$ cat src/rtl/audio_pkg.sv
// audio_pkg: shared effect ids, scheduler states and effect lengths
package audio_pkg;

    localparam logic [1:0] SFX_COIN    = 2'd0;
    localparam logic [1:0] SFX_JUMP    = 2'd1;
    localparam logic [1:0] SFX_POWERUP = 2'd2;
    localparam logic [1:0] SFX_DEATH   = 2'd3;

    typedef enum logic [1:0] {S_IDLE, S_PLAY, S_GAP} state_t;

    // index of the final step of each effect
    localparam logic [3:0] SFX_LAST [4] = '{4'd1, 4'd3, 4'd7, 4'd11};

    function automatic logic [1:0] prio_id(input logic [3:0] p);
        return p[3] ? SFX_DEATH : p[2] ? SFX_POWERUP : p[1] ? SFX_JUMP : SFX_COIN;
    endfunction

endpackage

$ cat src/rtl/sfx_rom.sv
// sfx_rom: combinational effect tone table, indexed by effect id and step
module sfx_rom
    import audio_pkg::*;
(
    input  logic [1:0]  id,
    input  logic [3:0]  step,
    output logic [31:0] tone,
    output logic        last
);

    localparam logic [31:0] TONES [4][16] = '{
        '{988, 1319, 0, 0, 0, 0, 0, 0, 0, 0, 0, 0, 0, 0, 0, 0},
        '{523, 659, 784, 1047, 0, 0, 0, 0, 0, 0, 0, 0, 0, 0, 0, 0},
        '{523, 659, 784, 1047, 1319, 1568, 2093, 2637, 0, 0, 0, 0, 0, 0, 0, 0},
        '{988, 932, 880, 831, 784, 740, 698, 659, 622, 587, 554, 523, 0, 0, 0, 0}
    };

    assign tone = TONES[id][step];
    assign last = step >= SFX_LAST[id];

endmodule

$ cat src/rtl/sfx_bgm_scheduler.sv
// sfx_bgm_scheduler: beat-aligned arbitration of the tone generator between BGM
// and four prioritised sound effects, with preemption and a post-effect gap.
module sfx_bgm_scheduler
    import audio_pkg::*;
#(
    parameter int SFX_STEPS_MAX = 16,
    parameter int GAP_BEATS     = 1
) (
    input  logic        clk,
    input  logic        reset,
    input  logic        beat_tick,
    input  logic        bgm_en,
    input  logic [31:0] bgm_tone,
    input  logic [3:0]  sfx_req,
    output logic [31:0] tone_freq,
    output logic        mute,
    output logic        bgm_pause,
    output logic        sfx_busy,
    output logic [1:0]  sfx_id
);

    localparam logic [1:0] GAP_INIT = 2'(GAP_BEATS > 0 ? GAP_BEATS - 1 : 0);
    localparam logic [3:0] STEP_SAT = 4'(SFX_STEPS_MAX - 1);

    state_t      state_q, state_d;
    logic [3:0]  pend_q, pend_d, step_q, step_d, req_ok, avail;
    logic [1:0]  id_q, id_d, gap_q, gap_d;
    logic [31:0] tone_q, tone_d, rom_tone;
    logic        last_q, last_d, pause_q, pause_d, cur_last, grant;

    // addressed with the next step so the registered tone lines up with the grant
    sfx_rom u_rom (.id(id_d), .step(step_d), .tone(rom_tone), .last(last_d));

    assign cur_last = last_q || step_q == STEP_SAT;

    always_comb begin
        req_ok  = sfx_req & ~(state_q == S_PLAY ? 4'b0001 << id_q : 4'b0000);
        avail   = pend_q | req_ok;
        state_d = state_q;
        id_d    = id_q;
        step_d  = step_q;
        gap_d   = gap_q;
        grant   = 1'b0;
        if (beat_tick) begin
            case (state_q)
                S_IDLE: grant = |avail;
                S_PLAY:
                    if (|(avail & (4'b1110 << id_q)) || (cur_last && |avail)) grant = 1'b1;
                    else if (cur_last) begin
                        state_d = GAP_BEATS == 0 ? S_IDLE : S_GAP;
                        gap_d   = GAP_INIT;
                    end else step_d = step_q + 4'd1;
                S_GAP:
                    if (|avail) grant = 1'b1;
                    else if (gap_q == 2'd0) state_d = S_IDLE;
                    else gap_d = gap_q - 2'd1;
                default: state_d = S_IDLE;
            endcase
        end
        if (grant) begin
            state_d = S_PLAY;
            id_d    = prio_id(avail);
            step_d  = 4'd0;
        end
        pend_d = avail & ~(grant ? 4'b0001 << prio_id(avail) : 4'b0000);
    end

    // between ticks the next state equals the current one, so this also tracks BGM in IDLE
    always_comb begin
        tone_d  = state_d == S_PLAY ? rom_tone : state_d == S_GAP ? 32'd0 : bgm_en ? bgm_tone : 32'd0;
        pause_d = state_d != S_IDLE;
    end

    always_ff @(posedge clk or posedge reset) begin
        if (reset) begin
            state_q <= S_IDLE;
            pend_q  <= '0;
            step_q  <= '0;
            id_q    <= '0;
            gap_q   <= '0;
            tone_q  <= '0;
            last_q  <= 1'b0;
            pause_q <= 1'b0;
        end else begin
            state_q <= state_d;
            pend_q  <= pend_d;
            step_q  <= step_d;
            id_q    <= id_d;
            gap_q   <= gap_d;
            tone_q  <= tone_d;
            last_q  <= last_d;
            pause_q <= pause_d;
        end
    end

    assign tone_freq = tone_q;
    assign mute      = tone_q == 32'd0;
    assign bgm_pause = pause_q;
    assign sfx_busy  = state_q == S_PLAY;
    assign sfx_id    = id_q;

endmodule

$ cat config.mk
export PLATFORM = sky130hd
export DESIGN_NAME = sfx_bgm_scheduler
export DESIGN_NICKNAME = d
export VERILOG_FILES = /design/src/rtl/audio_pkg.sv /design/src/rtl/sfx_rom.sv /design/src/rtl/sfx_bgm_scheduler.sv
export SDC_FILE = /design/constraint.sdc
export NUM_CORES = 1
export LEC_CHECK = 0
export BUFFER_PORTS_ARGS = -buffer_cell sky130_fd_sc_hd__buf_2
export CAP_MARGIN = 40
export CELL_PAD_IN_SITES_DETAIL_PLACEMENT = 1
export CELL_PAD_IN_SITES_GLOBAL_PLACEMENT = 1
export CORE_MARGIN = 3
export CORE_UTILIZATION = 40
export DETAILED_ROUTE_END_ITERATION = 12
export PLACE_DENSITY = 0.76
export SKIP_CTS_REPAIR_TIMING = 1
export SYNTH_ARGS = -nofsm -noshare
export SYNTH_HDL_FRONTEND = slang
export SYNTH_SLANG_ARGS = --single-unit
$ cat constraint.sdc
create_clock -name clk -period 6.35 [get_ports clk]
set_input_delay 1.905 -clock clk [delete_from_list [all_inputs] [get_ports clk]]
set_output_delay 1.905 -clock clk [all_outputs]
set_load 0.01 [all_outputs]
==> impl_metrics.yaml, run 1 <==
status:
  status: "complete, no violations"
pwr:
  power_density_nw_per_um2: 495
  p_comb_frac: 0.603
  power_frac_seq: 0.265
  switching_share: 0.462
  p_switching_w: 0.000797
  p_int_w: 0.000926
  p_leak_nw: 1.74
  ir_worst_vdd_mv: 0.226
  clockPowerShare: 0.132
die:
  die_x_um: 91.0
  io-pin-count: 77
  start_util: 0.419
  die-area_um2: 8280
  rows: 30
  core_area_um2: 6910
  die_height_um: 91.0
worst_setup_path:
  required_ns: 6.54
  end_kind: "register"
  path_max_fanout: 12
  worstSetupPathType: "input pin to register"
  cp.arrival_ns: 5.01
  startpoint_type: "input pin"
yosys:
  synth_cells: 294
  synth-adder-area-share: 0.0649
  postSynth.topFlopCell: "dfrtp_1"
  async_flop_share: 1.00
  synth_top_family_by_area: "compound AO/OA/AOI/OAI gates"
  synth.top_cell.area_share: 0.415
  synth_top_area_cell: "dfrtp_1"
  syn_area_um2: 2890
  yosys_warnings: 0
  synth.distinct_cells: 70
  synthSimpleGateAreaFrac: 0.219
  synthTopCellsByArea: "dfrtp_1, ha_1, and2_1"
  syn-num-nets: 349
  synth_xor_area_frac: 0.00909
  syn_area_per_cell_um2: 9.84
  synth_compound_gate_area_share: 0.235
  ys_seq_area_frac: 0.415
  ys_ff_latch: 48
  synthMuxAreaShare: 0.0147
  synth_edf_count: 0
layout:
  drive_gt1_frac: 0.279
  area_growth_pct: 20.3
  num_antenna_cells: 0
  final-seq-area_um2: 1200
  post-route-util: 0.504
  multi_input_area_um2: 1570
  final_cell_mix: "buf_2, dfrtp_1, and2_1, nor2_1, nand2_1"
  final_common_cell: "buf_2"
  final_net_count: 423
  n_fill_cell: 846
  final_cells: 465
clocking:
  cts_num_sinks: 48
  clockRootBuffer: "clkbuf_8"
  clk_pin_slew_worst_paths_ns: 0.09
  htree_num_levels: 2
  clock_path_buffers: 2
  cts_buffers: 5
  clk_latency_ns: 0.31
  cts_tree: "yes"
sta:
  whs_ns: 0.491
  min_period_ns: 4.82
  slew-limit-headroom: 0.328
  clock_skew_ns: 0.00574
  tightest_slew_ns: 1.01
  fmax_ghz: 0.207
  rsz0062_at_grt: "no"
  period_share: 0.760
  final_hold_viol_count: 0
  setup_tns_ns: 0
  setup_viol: 0
  timing.final.ws_setup_ns: 1.53
  finalMaxSlewViolations: 0
place:
  place_hpwl_mm: 6.65
  gp_congestion: 0.946
  dpl.cell_count: 457
  post-place-ws_ns: 1.28
  io_buffers: 76
global_route:
  globalRouteOverflowTotal: 0
  grt_antenna_before_repair: 0
  grt_start_max_net_pins: 32
  grt_pass1_wl_mm: 14.4
  track_usage: 0.216
  first_global_vias: 2660
run:
  max_cap_viol_count: 0
drt:
  drt_iter0_drc: 143
  wire_per_inst_um: 18.7
  firstDrtPassIters: 4
  drc: 0
  vias: 2652
  avgViaCountPerCell: 5.70
  ant_nets: 0
  wl_mm: 8.68
min_path:
  hold_class: "register to register"
[kinds of logic after synthesis]
family          after synthesis
buf+inv                      28
mux                           4
flops                        48
fa+ha+maj                    15
xor+xnor                      3
compound gates               83
simple gates                113
[routing by layer]
layer  vias up  wire length [µm]  part of all wire  track usage
met5         -                 0                 0            0
met4         0                86            0.0099       0.0565
met3         6               518             0.060       0.0365
met2        93              4090              0.47        0.343
met1      1309              3980              0.46        0.305
li1       1244                 -                 -            -
[per-stage QoR]
stage,cell area [µm²],total power (W)
2_1_floorplan,2890,0.00119
3_3_place_gp,3340,0.00146
3_5_place_dp,3360,0.00148
4_1_cts,3480,0.00172
5_1_grt,3480,0.00186
6_report,3480,0.00172
[final timing paths]
check	from	endpoint	slack, ns	depth (start not counted)
setup / recovery	sfx_req[3]	tone_freq[0]	1.53	14
hold / removal	gap_q[0]	gap_q[0]	0.49	2
setup reg to reg	state_q[1]	tone_freq[0]	2.15	15
hold reg to reg	gap_q[0]	gap_q[0]	0.49	2
max in group asynchronous	reset	tone_freq[15]	4.26	3
min in group asynchronous	reset	tone_freq[25]	1.59	2
[power groups by stage]
stage,clock network (W),logic (W),registers [W]
CTS,0.000232,0.00103,0.000457
finish,0.000228,0.00104,0.000457
floorplan,0,0.000709,0.000476
global placement,0,0.00100,0.000460
global route,0.000247,0.00114,0.000469
detailed placement,0,0.00102,0.000463
[state kept, by name, indices dropped and copies added, names as in the netlist]
name       cells
pend_q         4
tone_freq     32
sfx_id         2
step_q         4
bgm_pause      1
gap_q          2
last_q         1
state_q        2
[synth_stat cells, types with 3 or more instances]
master	instances
dfrtp_1	48
and2_1	22
nor2_1	19
nand2_1	16
ha_1	15
inv_1	15
o21ai_0	14
nand3_1	12
nor4_1	10
a21oi_1	9
a221o_1	6
nor3_1	6
o211ai_1	6
clkbuf_1	5
nand2b_1	4
or2_2	4
a21boi_0	3
a21o_1	3
buf_2	3
nand4_1	3
o31ai_1	3
or3_1	3
[final cells by class]
cell class / count / share of cell area
sequential: 48 / 0.345
clock inverter: 3 / 0.0137
timing repair buffer: 79 / 0.119
inverter: 16 / 0.0173
multi-input combinational: 218 / 0.450
clock buffer: 5 / 0.0198
tap: 96 / 0.0345
[critical path, stage by stage]
cell and delay, ns:
buf_2 0.11, nor2_1 0.24, a32o_1 0.36, nor2_1 0.12
nor2_1 0.10, buf_4 0.22, nor2_1 0.11, a21oi_1 0.43
ha_1 0.31, inv_1 0.13, a21oi_1 0.20, a221oi_1 0.12
o31a_1 0.33, a221o_1 0.33
(Power assumes the default switching activity.)
==> run 2: changes to the inputs <==
--- a/config.mk
+++ b/config.mk
@@ -5,12 +5,13 @@
 export SDC_FILE = /design/constraint.sdc
 export NUM_CORES = 1
 export LEC_CHECK = 0
+export ABC_AREA = 1
 export BUFFER_PORTS_ARGS = -buffer_cell sky130_fd_sc_hd__buf_2
 export CAP_MARGIN = 40
 export CELL_PAD_IN_SITES_DETAIL_PLACEMENT = 1
 export CELL_PAD_IN_SITES_GLOBAL_PLACEMENT = 1
 export CORE_MARGIN = 3
-export CORE_UTILIZATION = 40
+export CORE_UTILIZATION = 39
 export DETAILED_ROUTE_END_ITERATION = 12
 export PLACE_DENSITY = 0.76
 export SKIP_CTS_REPAIR_TIMING = 1
==> constraint.sdc (replaced) <==
create_clock -name clk -period 4.7 [get_ports clk]
set_input_delay 1.41 -clock clk [delete_from_list [all_inputs] [get_ports clk]]
set_output_delay 1.41 -clock clk [all_outputs]
set_load 0.01 [all_outputs]
==> run 2 against run 1 <==
Power grew 62%. Via count rose by 1.8%. Critical endpoint is now tone_freq[6]. Cell area is 3.0% higher. Critical path type unchanged.
==> impl_metrics.yaml, run 2 <==
worst_setup_path:
  worstSetupPathType: "input pin to register"
  cp.arrival_ns: 3.90
  rrSetupSlack_ns: 1.18
  timing.critical_path.buf_inv: 2
  cp.depth: 18
  rr_worst_depth: 20
  crit_start: "sfx_req[1]"
  r2r_end: "tone_freq[6]"
  startpoint_type: "input pin"
  path_common_cell: "nand2_1"
  critPathMaxStageDelay_ns: 0.39
  required_ns: 4.94
  r2r_start: "state_q[1]"
  crit_end: "tone_freq[6]"
  cp_cell_sequence: "buf_2 > o211ai_1 > nand2_1 > a21oi_4 > nand2_4 > nand2_4 > nand2_4 > nand2_8 > nand2_1 > o21ai_0 > inv_1 > ha_1 > or2_1 > nand2_1 > nand2_1 > nand2_1 > nand2_1 > nand3_1"
  path_max_fanout: 14
  slowest_stage: "ha_1"
  crit_family: "simple AND/OR/NAND/NOR gates"
  end_kind: "register"
place:
  postPlaceCellArea_um2: 3470
  gp_congestion: 0.859
  io_buffers: 76
  dpl.cell_count: 541
  post-place-ws_ns: 0.743
  place_hpwl_mm: 6.68
yosys:
  synth_top_area_cell: "dfrtp_1"
  syn_area_um2: 3040
  ys_ff_latch: 48
  yosys_warnings: 0
  synth.top_cell.area_share: 0.395
  synth.distinct_cells: 33
  yosysMostFrequentCell: "nand2_1"
  syn-num-nets: 428
  synth.top_cells.by_count: "nand2_1, dfrtp_1, nor2_1"
  postSynth.topFlopCell: "dfrtp_1"
  ys_seq_area_frac: 0.395
  synth_cells: 373
  synth_edf_count: 0
  synthTopCellsByArea: "dfrtp_1, nand2_1, ha_1"
  syn_area_per_cell_um2: 8.16
  async_flop_share: 1.00
drt:
  wl_mm: 8.33
  firstDrtPassIters: 4
  wire_per_inst_um: 15.2
  drc: 0
  ant_nets: 0
  avgViaCountPerCell: 4.92
  vias: 2699
  drt_iter0_drc: 77
clocking:
  clk_latency_ns: 0.30
  cts_num_sinks: 48
  clockRootBuffer: "clkbuf_8"
  clk_pin_slew_worst_paths_ns: 0.09
  cts_buffers: 5
  cts_tree: "yes"
  clock_path_buffers: 2
  htree_num_levels: 2
sta:
  fmax_ghz: 0.273
  setup_viol: 0
  min_period_ns: 3.66
  final_hold_viol_count: 0
  timing.final.ws_setup_ns: 1.04
  clock_skew_ns: 0.00503
  tightest_slew_ns: 0.571
  finalMaxSlewViolations: 0
  slew-limit-headroom: 0.619
  setup_tns_ns: 0
  period_share: 0.778
  whs_ns: 0.518
  rsz0062_at_grt: "no"
run:
  max_cap_viol_count: 0
die:
  die_height_um: 94.4
  start_util: 0.411
  die-area_um2: 8900
  core_area_um2: 7410
  rows: 31
  io-pin-count: 77
  die_x_um: 94.4
status:
  status: "complete, no violations"
global_route:
  track_usage: 0.197
  grt_pass1_wl_mm: 13.9
  first_global_vias: 2880
  globalRouteOverflowTotal: 0
  grt_antenna_before_repair: 0
  grt_start_max_net_pins: 31
layout:
  final_common_cell: "nand2_1"
  largest_register_ffs: 32
  area_growth_pct: 17.8
  num_antenna_cells: 0
  stdcell_area_um2: 3580
  final_cells: 549
  final_cell_mix: "nand2_1, buf_2, dfrtp_1, nor2_1, inv_1"
  drive_gt1_frac: 0.316
  final_net_count: 504
pwr:
  power_density_nw_per_um2: 781
  ir_worst_vdd_mv: 0.356
  p_leak_nw: 1.99
min_path:
  min_from: "gap_q[1]"
  hold_class: "register to register"
## run 2: cell types whose count changed in the layout (fill, tap and decap cells not counted), sizes merged, moves of 4 or more
cell | previous run | this run
a221o | 7 | 0
and2 | 22 | 0
inv | 16 | 43
nand2 | 16 | 121
nand2b | 4 | 0
nand3 | 12 | 32
nor2 | 19 | 49
nor3 | 6 | 2
o21ai | 14 | 24
o41ai | 4 | 0
## run 2: through the flow
step / util / total power [W]
floorplan: - / 0.00208
global placement: 0.466 / 0.00245
detailed placement: 0.468 / 0.00250
CTS: 0.484 / 0.00282
global route: 0.484 / 0.00307
finish: 0.484 / 0.00280
## run 2: final cells by class
| class | count | area (µm²) |
|---|---|---|
| clock inverters | 3 | 46.3 |
| fillers | 964 | 3820 |
| inverters | 42 | 160 |
| clock buffers | 5 | 68.8 |
| repair buffers | 78 | 408 |
| well taps | 99 | 124 |
| multi-input cells | 274 | 1580 |
| flip-flops and latches | 48 | 1200 |
## run 2: cells by family (layout without fill, tap and decap cells)
logic type / Yosys count / after routing / synth area share
xor gates and xnor gates: 1 / 1 / 0.00288
AOI/OAI and AO/OA: 38 / 38 / 0.0806
buffers and inverters: 51 / 128 / 0.0875
DFF: 48 / 48 / 0.395
and+or+nand+nor: 220 / 220 / 0.373
adders and majority gates: 15 / 15 / 0.0617
## run 2: worst min-delay path by stage
stage / end / slack, ns / cells after the start
6_report: gap_q[1] / 0.52 / 2
5_1_grt: gap_q[0] / 0.57 / 2
4_1_cts: gap_q[1] / 0.53 / 2
3_5_place_dp: gap_q[1] / 0.51 / 2
2_1_floorplan: gap_q[1] / 0.45 / 2
3_3_place_gp: gap_q[1] / 0.46 / 2
## run 2: worst reg2reg max path, cell delays in order, from the launching register on
cell and delay (ns):
dfrtp_1 0.45, inv_1 0.11, ha_1 0.45, nand3_1 0.16, nand2_2 0.10, nand2_4 0.07, nor2_4 0.14, nand2_4 0.08
o21ai_1 0.18, nand2_4 0.13, nand2_8 0.17, nand2_1 0.07, o21ai_0 0.22, inv_1 0.17, ha_1 0.39, or2_1 0.30
nand2_1 0.07, nand2_1 0.05, nand2_1 0.06, nand2_1 0.05, nand3_1 0.07
## run 2: where the power goes
part,switching (W),internal [W]
clock network,0.000150,0.000160
registers,0.0000919,0.000568
logic,0.00123,0.000598
## run 2: metal layers
metal | global-route usage | share of wire
met5 | 0 | 0
met4 | 0.0421 | 0.0089
met3 | 0.0271 | 0.040
met2 | 0.349 | 0.50
met1 | 0.257 | 0.45
==> run 3: changes to the inputs <==
--- a/config.mk
+++ b/config.mk
@@ -5,13 +5,13 @@
 export SDC_FILE = /design/constraint.sdc
 export NUM_CORES = 1
 export LEC_CHECK = 0
-export ABC_AREA = 1
+export ABC_AREA = 0
 export BUFFER_PORTS_ARGS = -buffer_cell sky130_fd_sc_hd__buf_2
 export CAP_MARGIN = 40
 export CELL_PAD_IN_SITES_DETAIL_PLACEMENT = 1
 export CELL_PAD_IN_SITES_GLOBAL_PLACEMENT = 1
 export CORE_MARGIN = 3
-export CORE_UTILIZATION = 39
+export CORE_UTILIZATION = 40
 export DETAILED_ROUTE_END_ITERATION = 12
 export PLACE_DENSITY = 0.76
 export SKIP_CTS_REPAIR_TIMING = 1
==> constraint.sdc (replaced) <==
create_clock -name clk -period 3.7 [get_ports clk]
set_input_delay 1.11 -clock clk [delete_from_list [all_inputs] [get_ports clk]]
set_output_delay 1.11 -clock clk [all_outputs]
set_load 0.01 [all_outputs]
==> run 3 against run 2 <==
Cell area rose by 4.5%. Utilization increased by 5.9 points. Die area shrank 6.9%. Largest cell class unchanged. Largest power group unchanged.
==> impl_metrics.yaml, run 3 (synthesis results as in run 1) <==
worst_setup_path:
  path_max_fanout: 5
  rrSetupSlack_ns: 0.31
  end_kind: "register"
  cp.arrival_ns: 3.59
  startpoint_type: "register"
  rr_worst_depth: 14
  path_common_cell: "inv_1"
  slowest_stage: "dfrtp_1"
  timing.critical_path.buf_inv: 2
  required_ns: 3.90
  r2r_start: "state_q[1]"
  r2r_end: "tone_freq[9]"
  cp_cell_sequence: "inv_1 > ha_2 > or3b_1 > a21oi_2 > a31oi_1 > nand2b_1 > nor2_1 > nor2_2 > inv_1 > ha_1 > nand3_1 > nor3b_1 > o41a_1 > a221o_1"
  crit_family: "compound AO/OA/AOI/OAI gates"
  worstSetupPathType: "register to register"
  critPathMaxStageDelay_ns: 0.45
place:
  place_hpwl_mm: 7.50
  gp_congestion: 0.961
  io_buffers: 76
  post-place-ws_ns: -0.0456
min_path:
  min_from: "gap_q[0]"
  hold_class: "register to register"
  whs_path_depth: 2
  hold_end: "gap_q[0]"
global_route:
  grt_antenna_before_repair: 0
  grt_pass1_wl_mm: 15.3
  first_global_vias: 2896
  globalRouteOverflowTotal: 0
  grt_start_max_net_pins: 32
  track_usage: 0.230
clocking:
  cts_buffers: 5
  cts_tree: "yes"
  clk_latency_ns: 0.31
  htree_num_levels: 2
  clk_pin_slew_worst_paths_ns: 0.10
  clock_path_buffers: 2
  clockRootBuffer: "clkbuf_8"
  cts_num_sinks: 48
layout:
  largest_register_ffs: 32
  final_cell_mix: "buf_2, dfrtp_1, buf_4, and2_1, nor2_1"
  num_antenna_cells: 0
  final_net_count: 454
  drive_gt1_frac: 0.350
  final_common_cell: "buf_2"
  area_growth_pct: 29.6
die:
  start_util: 0.419
  die-area_um2: 8280
  io-pin-count: 77
  die_height_um: 91.0
  die_x_um: 91.0
  rows: 30
  core_area_um2: 6910
drt:
  ant_nets: 0
  drt_iter0_drc: 95
  vias: 2752
  wl_mm: 9.19
  wire_per_inst_um: 18.5
  drc: 0
  firstDrtPassIters: 4
  avgViaCountPerCell: 5.55
sta:
  timing.final.ws_setup_ns: 0.311
  slew-limit-headroom: 0.597
  tightest_slew_ns: 0.600
  setup_viol: 0
  period_share: 0.916
  rsz0062_at_grt: "no"
  final_hold_viol_count: 0
  clock_skew_ns: 0.0102
  finalMaxSlewViolations: 0
  min_period_ns: 3.39
  setup_tns_ns: 0
  fmax_ghz: 0.295
status:
  status: "complete, no violations"
pwr:
  p_leak_nw: 1.89
  ir_worst_vdd_mv: 0.505
  power_density_nw_per_um2: 871
run:
  max_cap_viol_count: 0
-- run 3: changes by cell type in the layout (fill, tap and decap cells not counted), moves of 7 or more --
cell     delta
and2_1     +22
buf_4      +31
inv_1      -18
inv_2       -7
nand2_1    -78
nand2_2    -14
nand2_4    -11
nand3_1    -15
nor2_1     -26
o21ai_1     -9
-- run 3: where the power goes --
part           switching, W  internal, W
logic               0.00115     0.000937
registers          0.000106     0.000676
clock network      0.000187     0.000204
-- run 3: worst reg2reg max path: stages (launching register included) --
cell,delay [ns]
dfrtp_1,0.45
inv_1,0.12
ha_2,0.25
or3b_1,0.40
a21oi_2,0.20
a31oi_1,0.17
nand2b_1,0.20
nor2_1,0.12
nor2_2,0.08
inv_1,0.12
ha_1,0.21
nand3_1,0.10
nor3b_1,0.16
o41a_1,0.38
a221o_1,0.34
-- run 3: metrics by stage --
step | cells | power (W) | util | hold WS, ns | cell area [µm²]
2_1_floorplan | 294 | 0.00204 | - | 0.450 | 2900
6_report | 496 | 0.00326 | 0.542 | 0.496 | 3750
5_1_grt | 496 | 0.00352 | 0.542 | 0.527 | 3750
3_5_place_dp | 487 | 0.00285 | 0.522 | 0.484 | 3600
4_1_cts | 495 | 0.00325 | 0.539 | 0.505 | 3720
3_3_place_gp | 486 | 0.00281 | 0.519 | 0.462 | 3580
-- run 3: area by class of cell --
cell class | instances | area, µm²
Inverter | 16 | 60.1
Fill cell | 847 | 3160
Timing Repair Buffer | 110 | 661
Multi-Input combinational cell | 218 | 1590
Clock inverter | 3 | 47.5
Clock buffer | 5 | 68.8
Tap cell | 96 | 120
Sequential cell | 48 | 1200
-- run 3: per-layer routing --
metal | global-route usage | up-vias | wire length [µm]
met4 | 0.0515 | 0 | 91
met5 | 0 | - | 0
met1 | 0.295 | 1369 | 4140
met2 | 0.409 | 66 | 4610
met3 | 0.0348 | 10 | 349
li1 | - | 1307 | -
-- run 3: worst max-delay path by stage --
stage / startpoint / end / slack [ns] / cells past startpoint
after detailed placement: sfx_req[3] / tone_freq[2] / -0.05 / 13
after CTS: state_q[1] / tone_freq[2] / 0.07 / 14
final: state_q[1] / tone_freq[9] / 0.31 / 14
after global routing: state_q[1] / tone_freq[9] / 0.03 / 15
after floorplan: sfx_req[1] / tone_freq[1] / 0.07 / 13
after global placement: sfx_req[2] / tone_freq[9] / 0.08 / 14
